--- src/rtl/btb_predictor_pkg.sv ---
// Branch predictor shared types: 2-bit direction counter, its encodings,
// the saturating step function and the counter values used on allocation.
package bpred_pkg;

    typedef logic [1:0] bp_ctr_t;

    localparam bp_ctr_t CTR_SNT = 2'b00;
    localparam bp_ctr_t CTR_WNT = 2'b01;
    localparam bp_ctr_t CTR_WT  = 2'b10;
    localparam bp_ctr_t CTR_ST  = 2'b11;

    // A fresh entry starts weak in the direction it was first seen to go.
    localparam bp_ctr_t CTR_ALLOC_T  = CTR_WT;
    localparam bp_ctr_t CTR_ALLOC_NT = CTR_WNT;

    // Saturating up/down step of a direction counter.
    function automatic bp_ctr_t ctr_next(input bp_ctr_t ctr, input logic taken);
        bp_ctr_t nxt;
        if (taken)
            nxt = (ctr == CTR_ST)  ? CTR_ST  : bp_ctr_t'(ctr + 2'd1);
        else
            nxt = (ctr == CTR_SNT) ? CTR_SNT : bp_ctr_t'(ctr - 2'd1);
        return nxt;
    endfunction

endpackage

--- src/rtl/btb_predictor_if.sv ---
// BTB port bundle: fetch-side lookup plus resolution-side update/flush.
// master = fetch/resolution pipeline, slave = the BTB itself.
interface btb_predictor_if #(
    parameter int PC_W = 16
);
    logic [PC_W-1:0] lu_pc;
    logic            lu_hit;
    logic            lu_taken;
    logic [PC_W-1:0] lu_target;
    logic            upd_valid;
    logic [PC_W-1:0] upd_pc;
    logic [PC_W-1:0] upd_target;
    logic            upd_taken;
    logic            flush;

    modport master (
        output lu_pc, upd_valid, upd_pc, upd_target, upd_taken, flush,
        input  lu_hit, lu_taken, lu_target
    );

    modport slave (
        input  lu_pc, upd_valid, upd_pc, upd_target, upd_taken, flush,
        output lu_hit, lu_taken, lu_target
    );
endinterface

--- src/rtl/btb_predictor_entry.sv ---
// One BTB entry: valid/tag/target/counter registers, tag compares for the
// lookup and update PCs, and the allocate / hit-update / flush write paths.
module btb_entry
    import bpred_pkg::*;
#(
    parameter int PC_W = 16
) (
    input  logic            clk,
    input  logic            rst_n,
    input  logic            flush,
    input  logic            alloc,
    input  logic            upd,
    input  logic [PC_W-1:0] wr_tag,
    input  logic [PC_W-1:0] wr_target,
    input  logic            wr_taken,
    input  logic [PC_W-1:0] lu_pc,
    output logic            lu_match,
    output logic            upd_match,
    output logic [PC_W-1:0] target,
    output bp_ctr_t         ctr
);
    logic            valid;
    logic [PC_W-1:0] tag;

    assign lu_match  = valid && (tag == lu_pc);
    assign upd_match = valid && (tag == wr_tag);

    // Entry state: flush beats any write; allocation reinitialises the whole
    // entry, a hit update only steps the counter and refreshes the target.
    always_ff @(posedge clk or negedge rst_n) begin
        if (!rst_n) begin
            valid  <= 1'b0;
            tag    <= '0;
            target <= '0;
            ctr    <= CTR_SNT;
        end else if (flush) begin
            valid <= 1'b0;
            ctr   <= CTR_SNT;
        end else if (alloc) begin
            valid  <= 1'b1;
            tag    <= wr_tag;
            target <= wr_target;
            ctr    <= wr_taken ? CTR_ALLOC_T : CTR_ALLOC_NT;
        end else if (upd) begin
            target <= wr_target;
            ctr    <= ctr_next(ctr, wr_taken);
        end
    end

endmodule

--- src/rtl/btb_predictor.sv ---
// Branch target buffer: ENTRIES fully-associative entries, zero-latency
// lookup, one resolved-branch update per cycle, round-robin allocation.
// Optional macro BTB_BYPASS_EN forwards a same-cycle update on the lookup PC
// straight to the lookup outputs.
module btb_predictor
    import bpred_pkg::*;
#(
    parameter int PC_W    = 16,
    parameter int ENTRIES = 8
) (
    input  logic                  clk,
    input  logic                  rst_n,
    btb_predictor_if.slave        bus
);
    localparam int IDX_W = $clog2(ENTRIES);

    logic [ENTRIES-1:0]           lu_match;
    logic [ENTRIES-1:0]           upd_match;
    logic [ENTRIES-1:0]           ent_alloc;
    logic [ENTRIES-1:0]           ent_upd;
    logic [ENTRIES-1:0][PC_W-1:0] ent_target;
    bp_ctr_t [ENTRIES-1:0]        ent_ctr;

    logic             lu_hit_raw;
    logic [IDX_W-1:0] lu_idx;
    logic             upd_hit;
    logic [IDX_W-1:0] upd_idx;
    logic [IDX_W-1:0] ptr;
    logic             upd_go;

    logic             out_hit;
    bp_ctr_t          out_ctr;
    logic [PC_W-1:0]  out_target;

    assign upd_go = bus.upd_valid && !bus.flush;

    genvar e;
    generate
        for (e = 0; e < ENTRIES; e++) begin : g_ent
            btb_entry #(.PC_W(PC_W)) u_ent (
                .clk       (clk),
                .rst_n     (rst_n),
                .flush     (bus.flush),
                .alloc     (ent_alloc[e]),
                .upd       (ent_upd[e]),
                .wr_tag    (bus.upd_pc),
                .wr_target (bus.upd_target),
                .wr_taken  (bus.upd_taken),
                .lu_pc     (bus.lu_pc),
                .lu_match  (lu_match[e]),
                .upd_match (upd_match[e]),
                .target    (ent_target[e]),
                .ctr       (ent_ctr[e])
            );
        end
    endgenerate

    // Lowest-index priority encode for both the lookup and the update PC;
    // scanning downward lets the lowest matching index win.
    always_comb begin
        lu_hit_raw = 1'b0;
        lu_idx     = '0;
        upd_hit    = 1'b0;
        upd_idx    = '0;
        for (int i = ENTRIES - 1; i >= 0; i--) begin
            if (lu_match[i]) begin
                lu_hit_raw = 1'b1;
                lu_idx     = IDX_W'(i);
            end
            if (upd_match[i]) begin
                upd_hit = 1'b1;
                upd_idx = IDX_W'(i);
            end
        end
    end

    // Steer the update: refresh the hitting entry, otherwise allocate at ptr.
    always_comb begin
        ent_alloc = '0;
        ent_upd   = '0;
        if (upd_go) begin
            if (upd_hit)
                ent_upd[upd_idx] = 1'b1;
            else
                ent_alloc[ptr] = 1'b1;
        end
    end

    // Round-robin pointer; explicit wrap so ENTRIES need not be a power of two.
    always_ff @(posedge clk or negedge rst_n) begin
        if (!rst_n)
            ptr <= '0;
        else if (bus.flush)
            ptr <= '0;
        else if (upd_go && !upd_hit)
            ptr <= (ptr == IDX_W'(ENTRIES - 1)) ? '0 : ptr + 1'b1;
    end

    // Lookup outputs from the matching entry, optionally overridden by the
    // post-update view of a same-cycle update to the same PC.
    always_comb begin
        out_hit    = lu_hit_raw;
        out_ctr    = ent_ctr[lu_idx];
        out_target = ent_target[lu_idx];
`ifdef BTB_BYPASS_EN
        if (upd_go && (bus.upd_pc == bus.lu_pc)) begin
            out_hit    = 1'b1;
            out_ctr    = upd_hit ? ctr_next(ent_ctr[upd_idx], bus.upd_taken)
                                 : (bus.upd_taken ? CTR_ALLOC_T : CTR_ALLOC_NT);
            out_target = bus.upd_target;
        end
`endif
        bus.lu_hit    = out_hit;
        bus.lu_taken  = out_hit & out_ctr[1];
        bus.lu_target = out_hit ? out_target : '0;
    end

endmodule
--- src/flat_wrapper.sv ---
// flat-port wrapper written by rule: the top's interface ports become plain ports
module btb_predictor_flat import bpred_pkg::*;
#(
    parameter int PC_W    = 16,
    parameter int ENTRIES = 8
)
  (clk, rst_n, bus_lu_pc, bus_upd_valid, bus_upd_pc, bus_upd_target, bus_upd_taken, bus_flush, bus_lu_hit, bus_lu_taken, bus_lu_target);
  btb_predictor_if #(.PC_W(PC_W)) bus_i ();
  input  logic clk;
  input  logic rst_n;
  input wire logic [$bits(bus_i.lu_pc)-1:0] bus_lu_pc;
  input wire logic [$bits(bus_i.upd_valid)-1:0] bus_upd_valid;
  input wire logic [$bits(bus_i.upd_pc)-1:0] bus_upd_pc;
  input wire logic [$bits(bus_i.upd_target)-1:0] bus_upd_target;
  input wire logic [$bits(bus_i.upd_taken)-1:0] bus_upd_taken;
  input wire logic [$bits(bus_i.flush)-1:0] bus_flush;
  output wire logic [$bits(bus_i.lu_hit)-1:0] bus_lu_hit;
  output wire logic [$bits(bus_i.lu_taken)-1:0] bus_lu_taken;
  output wire logic [$bits(bus_i.lu_target)-1:0] bus_lu_target;
  assign bus_i.lu_pc = bus_lu_pc;
  assign bus_i.upd_valid = bus_upd_valid;
  assign bus_i.upd_pc = bus_upd_pc;
  assign bus_i.upd_target = bus_upd_target;
  assign bus_i.upd_taken = bus_upd_taken;
  assign bus_i.flush = bus_flush;
  assign bus_lu_hit = bus_i.lu_hit;
  assign bus_lu_taken = bus_i.lu_taken;
  assign bus_lu_target = bus_i.lu_target;
  btb_predictor #(.PC_W(PC_W), .ENTRIES(ENTRIES)) u_core (.clk(clk), .rst_n(rst_n), .bus(bus_i));
endmodule
--- config.mk ---
export PLATFORM = sky130hd
export DESIGN_NAME = btb_predictor_flat
export DESIGN_NICKNAME = d
export VERILOG_FILES = /design/src/rtl/btb_predictor_pkg.sv /design/src/rtl/btb_predictor_if.sv /design/src/rtl/btb_predictor_entry.sv /design/src/rtl/btb_predictor.sv /design/src/flat_wrapper.sv
export SDC_FILE = /design/constraint.sdc
export NUM_CORES = 1
export LEC_CHECK = 0
export CAP_MARGIN = 10
export CORE_AREA = 2 2 130 259
export DETAILED_ROUTE_END_ITERATION = 8
export DIE_AREA = 0 0 132 261
export PLACE_DENSITY = 0.73
export SLEW_MARGIN = 20
export SYNTH_ARGS = -nofsm -noshare
export SYNTH_HDL_FRONTEND = slang
export SYNTH_SLANG_ARGS = --single-unit
--- constraint.sdc ---
create_clock -name clk -period 8.95 [get_ports clk]
set_clock_uncertainty 0.15 [all_clocks]
set_input_delay 1.3425 -clock clk [delete_from_list [all_inputs] [get_ports clk]]
set_output_delay 1.3425 -clock clk [all_outputs]
set_load 0.01 [all_outputs]
# [Word-level counts from Yosys, hierarchy flattened]
# Cells that the tools add are included.
[totals] regBits=283 inputBits=53 output_inout_bits=18 wordCells=282
[op_classes] add_sub_neg=17 magnitude_cmp=5 eq_ne=25 n_mux=129 n_bitwise=2 n_reduce_logical=71
[op_table] op="$mux 16" count=18
[op_table] op="$eq 16x16->1" count=16
[op_table] op="$mux 2" count=50
[op_table] op="$mux 3" count=19
[op_table] op="$bmux 16 s3" count=1
[op_table] op="$mux 1" count=34
[op_table] op="$reduce_bool 2->1" count=17
[op_table] op="$mux 8" count=4
[op_table] op="$reduce_and 2->1" count=16
[op_table] op="$reduce_bool 3->1" count=8
[op_table] op="$logic_and 1x1->1" count=20
[op_table] op="$add 2x1->2 const B" count=8
[op_table] op="$eq 2x2->1 const B" count=8
[op_table] op="$logic_not 2->1" count=8
[op_table] op="$sub 2x1->2 const B" count=8
[op_table] op="$lt 3x4->1 const B" count=3
[op_table] op="$bmux 2 s3" count=1
[op_table] op="$demux 1 s3" count=2
[op_table] op="$ge 3x1->1 const B" count=2
[op_table] op="$add 3x1->3 const B" count=1
[op_table] op="$eq 3x3->1 const B" count=1
[op_table] op="$logic_not 1->1" count=2
[op_table] op="$and 1x1->1" count=1
[op_table] op="$not 1->1" count=1

# [Longest topological paths before layout]
# Gate-level depths: netlist of the first run.
[depth] word_depth=19 ltp_mapped=14 mapped_depth_nobuf=10

# [Cells and area by module]
# A second synthesis of the first run with hierarchy kept.
[hier_totals] cells_unflattened=1333 hier_area_um2=15559.9
[modules_own_cells] module="btb_entry" instances=8 cells_per_inst=130 area_each_um2=1712.9 seq_area_each_um2=875.8
[modules_own_cells] module="btb_predictor" instances=1 cells_per_inst=293 area_each_um2=1856.8 seq_area_each_um2=75.1

# [Least setup slack after synthesis of the first run]
# No wires, ideal clock.
[synth_path] kind="input port to output port" from="input port bus_lu_pc[15]" to="output port bus_lu_target[11]" arrival_time_ps=3799 required_ps=7457 slack_ps=3658 stages=11 path_buffers=3 path_cell_list="buf_2 > xor2_1 > nor4_1 > nand2_1 > or4_1 > a211oi_1 > o21bai_1 > buf_2 > buf_1 > mux2i_1 > o221ai_1"
[synth_between] elab_chain_cells=13 word_cells_on_any_way=35 classes_between="eq/ne: 8; mux: 19; reduce/logical: 8"
[synth_rtl] element="from (decl)" line="flat_wrapper.sv:11" rtl="input wire logic [$bits(bus_i.lu_pc)-1:0] bus_lu_pc;"
[synth_rtl] element="$eq 16x16->1" line="btb_predictor_entry.sv:25" rtl="assign lu_match = valid && (tag == lu_pc);"
[synth_rtl] element="$logic_and 1x1->1" line="btb_predictor_entry.sv:25"
[synth_rtl] element="$mux 3 (8 in series)" line="btb_predictor.sv:66" rtl="if (lu_match[i]) begin"
[synth_rtl] element="$bmux 16 s3" line="btb_predictor.sv:104" rtl="out_target = ent_target[lu_idx];"
[synth_rtl] element="$mux 16 (implied by the code)" line="btb_predictor.sv:104"
[synth_rtl] element="$mux 16 (*)" line="btb_predictor.sv:115" rtl="bus.lu_target = out_hit ? out_target : '0;"
[synth_rtl] element="to (decl)" line="flat_wrapper.sv:19" rtl="output wire logic [$bits(bus_i.lu_target)-1:0] bus_lu_target;"
# Mark *: on every way between the ends. The rest lies on a longest branch, timed or not. The select of a mux whose other input is x is not followed.

# [Final worst setup path of the first run]
[layout_path] from="input port bus_lu_pc[10]" to="output port bus_lu_taken"
[layout_between] elab_chain_cells=13 word_cells_on_any_way=35 classes_between="eq/ne: 8; mux: 18; bitwise: 1; reduce/logical: 8"
[layout_rtl] element="$eq 16x16->1" line="btb_predictor_entry.sv:25"
[layout_rtl] element="$logic_and 1x1->1" line="btb_predictor_entry.sv:25"
[layout_rtl] element="$mux 3 (8 in series)" line="btb_predictor.sv:66"
[layout_rtl] element="$bmux 2 s3" line="btb_predictor.sv:103" rtl="out_ctr = ent_ctr[lu_idx];"
[layout_rtl] element="$mux 2 (implied by the code)" line="btb_predictor.sv:103"
[layout_rtl] element="$and 1x1->1 (*)" line="btb_predictor.sv:114" rtl="bus.lu_taken = out_hit & out_ctr[1];"
[layout_rtl] element="to (decl)" line="flat_wrapper.sv:18" rtl="output wire logic [$bits(bus_i.lu_taken)-1:0] bus_lu_taken;"
# Marks and branches as above.

==> results of run 1 <==
[registers in the layout (all words and copies together), names as in the netlist]
signal	cells
u_core.g_ent.u_ent.tag	128
u_core.g_ent.u_ent.target	128
u_core.g_ent.u_ent.ctr	16
u_core.g_ent.u_ent.valid	8
u_core.ptr	3
[area by class of cell]
type                       count  area [um2]  share of cell area (%)
timing repair buffer          98         948                    5.27
clock buffer                  39         791                    4.40
tap                          432         541                    3.00
inverter                      19        71.3                   0.396
multi-input combinational   1054        8430                    46.9
clock inverter                 9         123                   0.682
sequential                   283        7080                    39.4
[layer usage]
layer	vias up	share of wire, %
met4	0	4.3
met5	-	0
met2	441	49
li1	5170	-
met3	118	5.1
met1	5979	42
[kinds of logic after synthesis]
family / Yosys count / synth area share [%]
DFF: 283 / 44.1
adders and majority gates: 3 / 0.218
xor gates and xnor gates: 258 / 14.1
buffers and inverters: 122 / 3.78
muxes: 276 / 19.3
and+or+nand+nor: 381 / 12.4
AOI/OAI and AO/OA: 136 / 6.13
[worst paths after layout]
path,endpoint,depth (start not counted)
setup / recovery,bus_lu_taken,11
hold / removal,u_core.g_ent[1].u_ent.target[13]$_DFFE_PN0P_,1
setup reg to reg,u_core.g_ent[1].u_ent.target[2]$_DFFE_PN0P_,9
hold reg to reg,u_core.g_ent[1].u_ent.target[13]$_DFFE_PN0P_,1
max in group asynchronous,u_core.g_ent[7].u_ent.target[8]$_DFFE_PN0P_,3
min in group asynchronous,u_core.g_ent[3].u_ent.tag[12]$_DFFE_PN0P_,1
[power by group]
part / total, mW / switching [mW] / internal [mW] / leakage, nW
clock: 1.20 / 0.504 / 0.696 / 0.451
combinational: 0.522 / 0.261 / 0.262 / 3.91
sequential: 1.55 / 0.136 / 1.42 / 3.74
[cells in the final DEF (no fill, tap or decap), types with 5 or more instances in the layout]
cell,instances
nand3_1,29
dfrtp_1,283
clkinv_2,5
or4_1,12
a31oi_1,5
nand2_1,151
nand2b_1,7
clkbuf_8,7
clkdlybuf4s50_1,69
nand4_1,43
nor3_1,15
or3_1,7
mux2i_1,52
o21ai_0,23
xor2_1,85
buf_4,26
mux2_1,26
clkbuf_16,27
nor2_1,30
mux2_4,17
o221ai_1,11
xnor2_1,173
mux2_2,181
o2bb2ai_1,7
a21o_1,9
inv_1,18
a21oi_1,30
and3_1,13
or2_2,10
clkbuf_1,5
nor4_1,28
nor3b_1,5
o311ai_0,12
[per-stage QoR]
| stage | cells | utilization [%] | instance area (um2) | power (mW) |
|---|---|---|---|---|
| floorplan | 1459 | - | 16100 | 1.91 |
| global placement | 1885 | 52.3 | 17000 | 2.06 |
| detailed placement | 1885 | 52.3 | 17000 | 2.08 |
| CTS | 1933 | 55.1 | 18000 | 3.29 |
| global route | 1934 | 55.2 | 18000 | 3.40 |
| finish | 1934 | 55.2 | 18000 | 3.27 |
[worst reg2reg max path, stage by stage, from the launching register on]
cell and delay (ns):
dfrtp_1 0.44, xor2_1 0.20, or4_1 0.54, or4_4 0.52, o22ai_2 0.34, nor4_4 0.09, nand2_4 0.19, or4_1 0.72
and2_1 0.98, mux2_2 0.43
==> results.cfg, run 1 <==
[yosys]
synth-seq-cells = 283
yosysUniqueCellTypes = 78
syn_inst = 1459
synthTopCellsByCount = dfrtp_1 (283), mux2_2 (181), xnor2_1 (173)
synth-edff-count = 0
synth_area_leaders = dfrtp_1 (44%), mux2_2 (13%), xnor2_1 (9.4%)
yosysMostFrequentCell = dfrtp_1
synth_nets = 1514
seq_area_frac_synth_pct = 44.1
synth_top_cell_by_area = dfrtp_1
netlist_area_um2 = 16100
synth_top_cell_area_share_pct = 44.1
synth_flop_cell = dfrtp_1
avgSynthCellArea_um2 = 11.0
yosysWarnings = 0
synthArstFlopShare_pct = 100

[cts]
hold_buffers = 0
cts_tree = done
post_cts_buffers = 0
numCtsBuffers = 26
insertion_delay_ns = 0.56
path_clk_slew_ns = 0.06
cts_resized = 0
root_buffer = clkbuf_16
cts_max_level = 1
clock_path_buffers = 3
cts_sinks = 283

[min_path]
hold_path_startpoint = u_core.g_ent[1].u_ent.target[13]$_DFFE_PN0P_
hold_path_class = reg2reg

[critical_path]
crit_chain = clkdlybuf4s50_1 > xor2_1 > nor4_1 > nand2_1 > or4_1 > a21boi_1 > o21a_1 > o21bai_4 > nand2b_1 > o221ai_1 > clkdlybuf4s50_1
cpMaxStageDelayCell = clkdlybuf4s50_1
ff2ff_setup_slack_ns = 4.22
startpoint = bus_lu_pc[10]
worst_setup_path_end_kind = primary output
cp-start-kind = input pin
cp.required_ns = 7.46
critPathArrivalTime_ns = 6.62
r2r-start = u_core.g_ent[4].u_ent.tag[13]$_DFFE_PN0P_
crit_top_cell = clkdlybuf4s50_1
slowest_delay_ns = 0.87
crit_type = in2out
crit_fanout = 42
crit_buf_inv = 2
worst_path_dominant_cell_family = compound AO/OA/AOI/OAI gates

[outcome]
status = finished, final reports clean

[job]
drv_cap = 0

[timing]
finalHoldViolCount = 0
fin_crit_ns = 8.11
slew_headroom_pct = 22.9
finalCritPeriodShare_pct = 90.6
max_freq_ghz = 0.123
whs_ns = 0.348
drv_slew = 0
finalSetupTns_ns = 0
worst_slew_pin_slew_ns = 1.15
rsz0062_at_grt = no
setup_ws_ns = 0.837
setup_viol = 0

[global_routing]
grt.busiest_layer = met2
grt_pass1_vias = 12300
grt_max_degree = 179
grt_pass1_wl_mm = 70.3
use_met3_pct = 2.79
grt_use_met2_pct = 44.0
antenna_found_initial = 0
met1_usage_pct = 33.8
overflow = 0
grtUsageTotal_pct = 26.1

[route]
vias = 11700
vias_per_cell = 6.05
detail_route.iter0.violations = 953
detail_route.wl_per_cell_um = 23.3
drc = 0
antenna_left = 0
first_pass_iters = 5
routed_wl_mm = 45.1

[die]
die_w_um = 132
rows = 94
core-area_um2 = 32600
die_h_um = 261
initial_core_util_pct = 49.3
die_area_um2 = 34500
num_io_pins = 71

[layout]
area_delta_synth_final_pct = 11.9
antenna_cells = 0
layout-drive-gt1-share_pct = 20.3
nNetsFinal = 1537
nFillCells = 2850

[place]
place.gp.congestion = 0.969
dpl.hpwl_mm = 29.6
numPortBuffers = 70
pre_cts_ws_ns = 0.983

[power_and_ir_drop]
p_leak_nw = 8.10
peakVddDrop_mv = 0.171
p_per_area_nw_per_um2 = 182
(Power assumes the default switching activity.)
==> inputs of run 2 (changes only) <==
--- a/config.mk
+++ b/config.mk
@@ -6,9 +6,9 @@
 export NUM_CORES = 1
 export LEC_CHECK = 0
 export CAP_MARGIN = 10
-export CORE_AREA = 2 2 130 259
+export CORE_AREA = 2 2 183 185
 export DETAILED_ROUTE_END_ITERATION = 8
-export DIE_AREA = 0 0 132 261
+export DIE_AREA = 0 0 185 187
 export PLACE_DENSITY = 0.73
 export SLEW_MARGIN = 20
 export SYNTH_ARGS = -nofsm -noshare
==> run 2 against run 1 <==
  * Critical path depth stayed put
  * Die area is 0.42% higher
  * Sequential share of layout area is 0.31 points lower
  * Via count is 2.4% lower
  * Wire length is 5.5% lower
  * Maximum frequency is 4.3% higher
  * Largest cell class unchanged
  * Highest routed layer unchanged
==> results.cfg, run 2 (synthesis results as in run 1) <==
[die]
initial_core_util_pct = 48.9
die_w_um = 185
rows = 67
core-area_um2 = 32900
num_io_pins = 71
die_h_um = 187
die_area_um2 = 34600

[critical_path]
crit_fanout = 32
crit_top_cell = clkdlybuf4s50_1
cp.required_ns = 7.46
worstSetupEndpoint = bus_lu_target[14]
timing.rr.end = u_core.g_ent[1].u_ent.target[4]$_DFFE_PN0P_
ff2ff_setup_slack_ns = 4.43
cp-start-kind = input pin
critPathArrivalTime_ns = 6.29
slowest_delay_ns = 1.02
crit_type = in2out
startpoint = bus_lu_pc[2]
crit_chain = clkdlybuf4s50_1 > xnor2_1 > nand4_1 > or2_2 > o311ai_0 > a21boi_1 > o21a_1 > o21bai_4 > nand2b_1 > o221ai_1 > clkdlybuf4s50_1
cpMaxStageDelayCell = clkdlybuf4s50_1
worst_setup_path_end_kind = primary output
reg2reg_depth = 9
r2r-start = u_core.g_ent[0].u_ent.tag[1]$_DFFE_PN0P_

[cts]
cts_tree = done
cts_resized = 0
hold_buffers = 0
insertion_delay_ns = 0.57
clock_path_buffers = 3
numCtsBuffers = 30
path_clk_slew_ns = 0.06
root_buffer = clkbuf_16
cts_sinks = 283
cts_max_level = 1
post_cts_buffers = 0

[route]
first_pass_iters = 5
detail_route.iter0.violations = 711
routed_wl_mm = 42.6
antenna_left = 0
vias = 11400
drc = 0
detail_route.wl_per_cell_um = 21.8
vias_per_cell = 5.85

[outcome]
status = finished, final reports clean

[min_path]
hold_path_class = reg2reg

[power_and_ir_drop]
peakVddDrop_mv = 0.163
p_leak_nw = 8.14
p_per_area_nw_per_um2 = 187

[global_routing]
grt.busiest_layer = met2
met1_usage_pct = 33.4
grt_max_degree = 189
use_met3_pct = 2.82
overflow = 0
antenna_found_initial = 0
grtUsageTotal_pct = 24.7
grt_pass1_wl_mm = 66.6
grt_use_met2_pct = 40.7
grt_pass1_vias = 11700

[layout]
layout-drive-gt1-share_pct = 20.5
nNetsFinal = 1541
area_delta_synth_final_pct = 12.8
antenna_cells = 0
most-common-layout-cells = dfrtp_1 (283), mux2_2 (181), xnor2_1 (173), nand2_1 (151), xor2_1 (85)
reg_top3 = u_core.g_ent.u_ent.tag x128, u_core.g_ent.u_ent.target x128, u_core.g_ent.u_ent.ctr x16
layout_commonest_cell = dfrtp_1

[job]
drv_cap = 0

[timing]
finalSetupTns_ns = 0
drv_slew = 0
fin_crit_ns = 7.78
setup_viol = 0
whs_ns = 0.342
finalHoldViolCount = 0
slew_headroom_pct = 24.4
finalCritPeriodShare_pct = 86.9
worst_slew_pin_slew_ns = 1.13
max_freq_ghz = 0.129
rsz0062_at_grt = no

[place]
numPortBuffers = 70
place.gp.congestion = 0.958
dpl.hpwl_mm = 27.9
==> run 2: cell type report <==
class | count | area, um2
clock buffers | 44 | 883
clock inverters | 8 | 158
fillers | 2839 | 14700
inverters | 19 | 71.3
multi-input cells | 1054 | 8430
flip-flops and latches | 283 | 7080
well taps | 448 | 561
repair buffers | 98 | 948
==> run 2: worst min path at each step <==
stage,startpoint,slack (ns),end,depth (start not counted)
floorplan,u_core.g_ent[5].u_ent.target[5]$_DFFE_PN0P_,0.31,u_core.g_ent[5].u_ent.target[5]$_DFFE_PN0P_,1
finish,u_core.g_ent[2].u_ent.target[13]$_DFFE_PN0P_,0.34,u_core.g_ent[2].u_ent.target[13]$_DFFE_PN0P_,1
detailed placement,u_core.g_ent[3].u_ent.target[9]$_DFFE_PN0P_,0.33,u_core.g_ent[3].u_ent.target[9]$_DFFE_PN0P_,1
CTS,u_core.g_ent[3].u_ent.target[9]$_DFFE_PN0P_,0.34,u_core.g_ent[3].u_ent.target[9]$_DFFE_PN0P_,1
global route,u_core.g_ent[3].u_ent.target[9]$_DFFE_PN0P_,0.35,u_core.g_ent[3].u_ent.target[9]$_DFFE_PN0P_,1
global placement,u_core.g_ent[5].u_ent.target[5]$_DFFE_PN0P_,0.32,u_core.g_ent[5].u_ent.target[5]$_DFFE_PN0P_,1
==> run 2: through the flow <==
step / cell area, um2 / util [%] / setup WS, ns / std cells / power [mW]
final: 18100 / 55.2 / 1.17 / 1954 / 3.38
after global routing: 18100 / 55.2 / 1.03 / 1954 / 3.52
after CTS: 18100 / 55.1 / 1.06 / 1953 / 3.40
after detailed placement: 17100 / 51.9 / 1.08 / 1901 / 2.08
after global placement: 17100 / 51.9 / 1.16 / 1901 / 2.06
after floorplan: 16100 / - / 3.66 / 1459 / 1.91
==> run 2: routing by layer <==
metal,vias up,part of all wire [%],wire [um]
met5,-,0,0
met4,0,3.8,1610
met3,98,5.5,2330
met2,374,48,20300
met1,5778,43,18300
li1,5177,-,-
==> run 2: report_power, final <==
| group | switching [mW] | internal (mW) |
|---|---|---|
| clock | 0.525 | 0.794 |
| sequential | 0.126 | 1.42 |
| combinational | 0.260 | 0.261 |
| total | 0.910 | 2.47 |
==> run 2: worst max-delay path, delay by kind of cell <==
family | cells | cell delay [ns]
buffers and inverters | 2 | 1.63
AOI/OAI and AO/OA | 5 | 2.02
and+or+nand+nor | 3 | 1.07
xor gates and xnor gates | 1 | 0.19
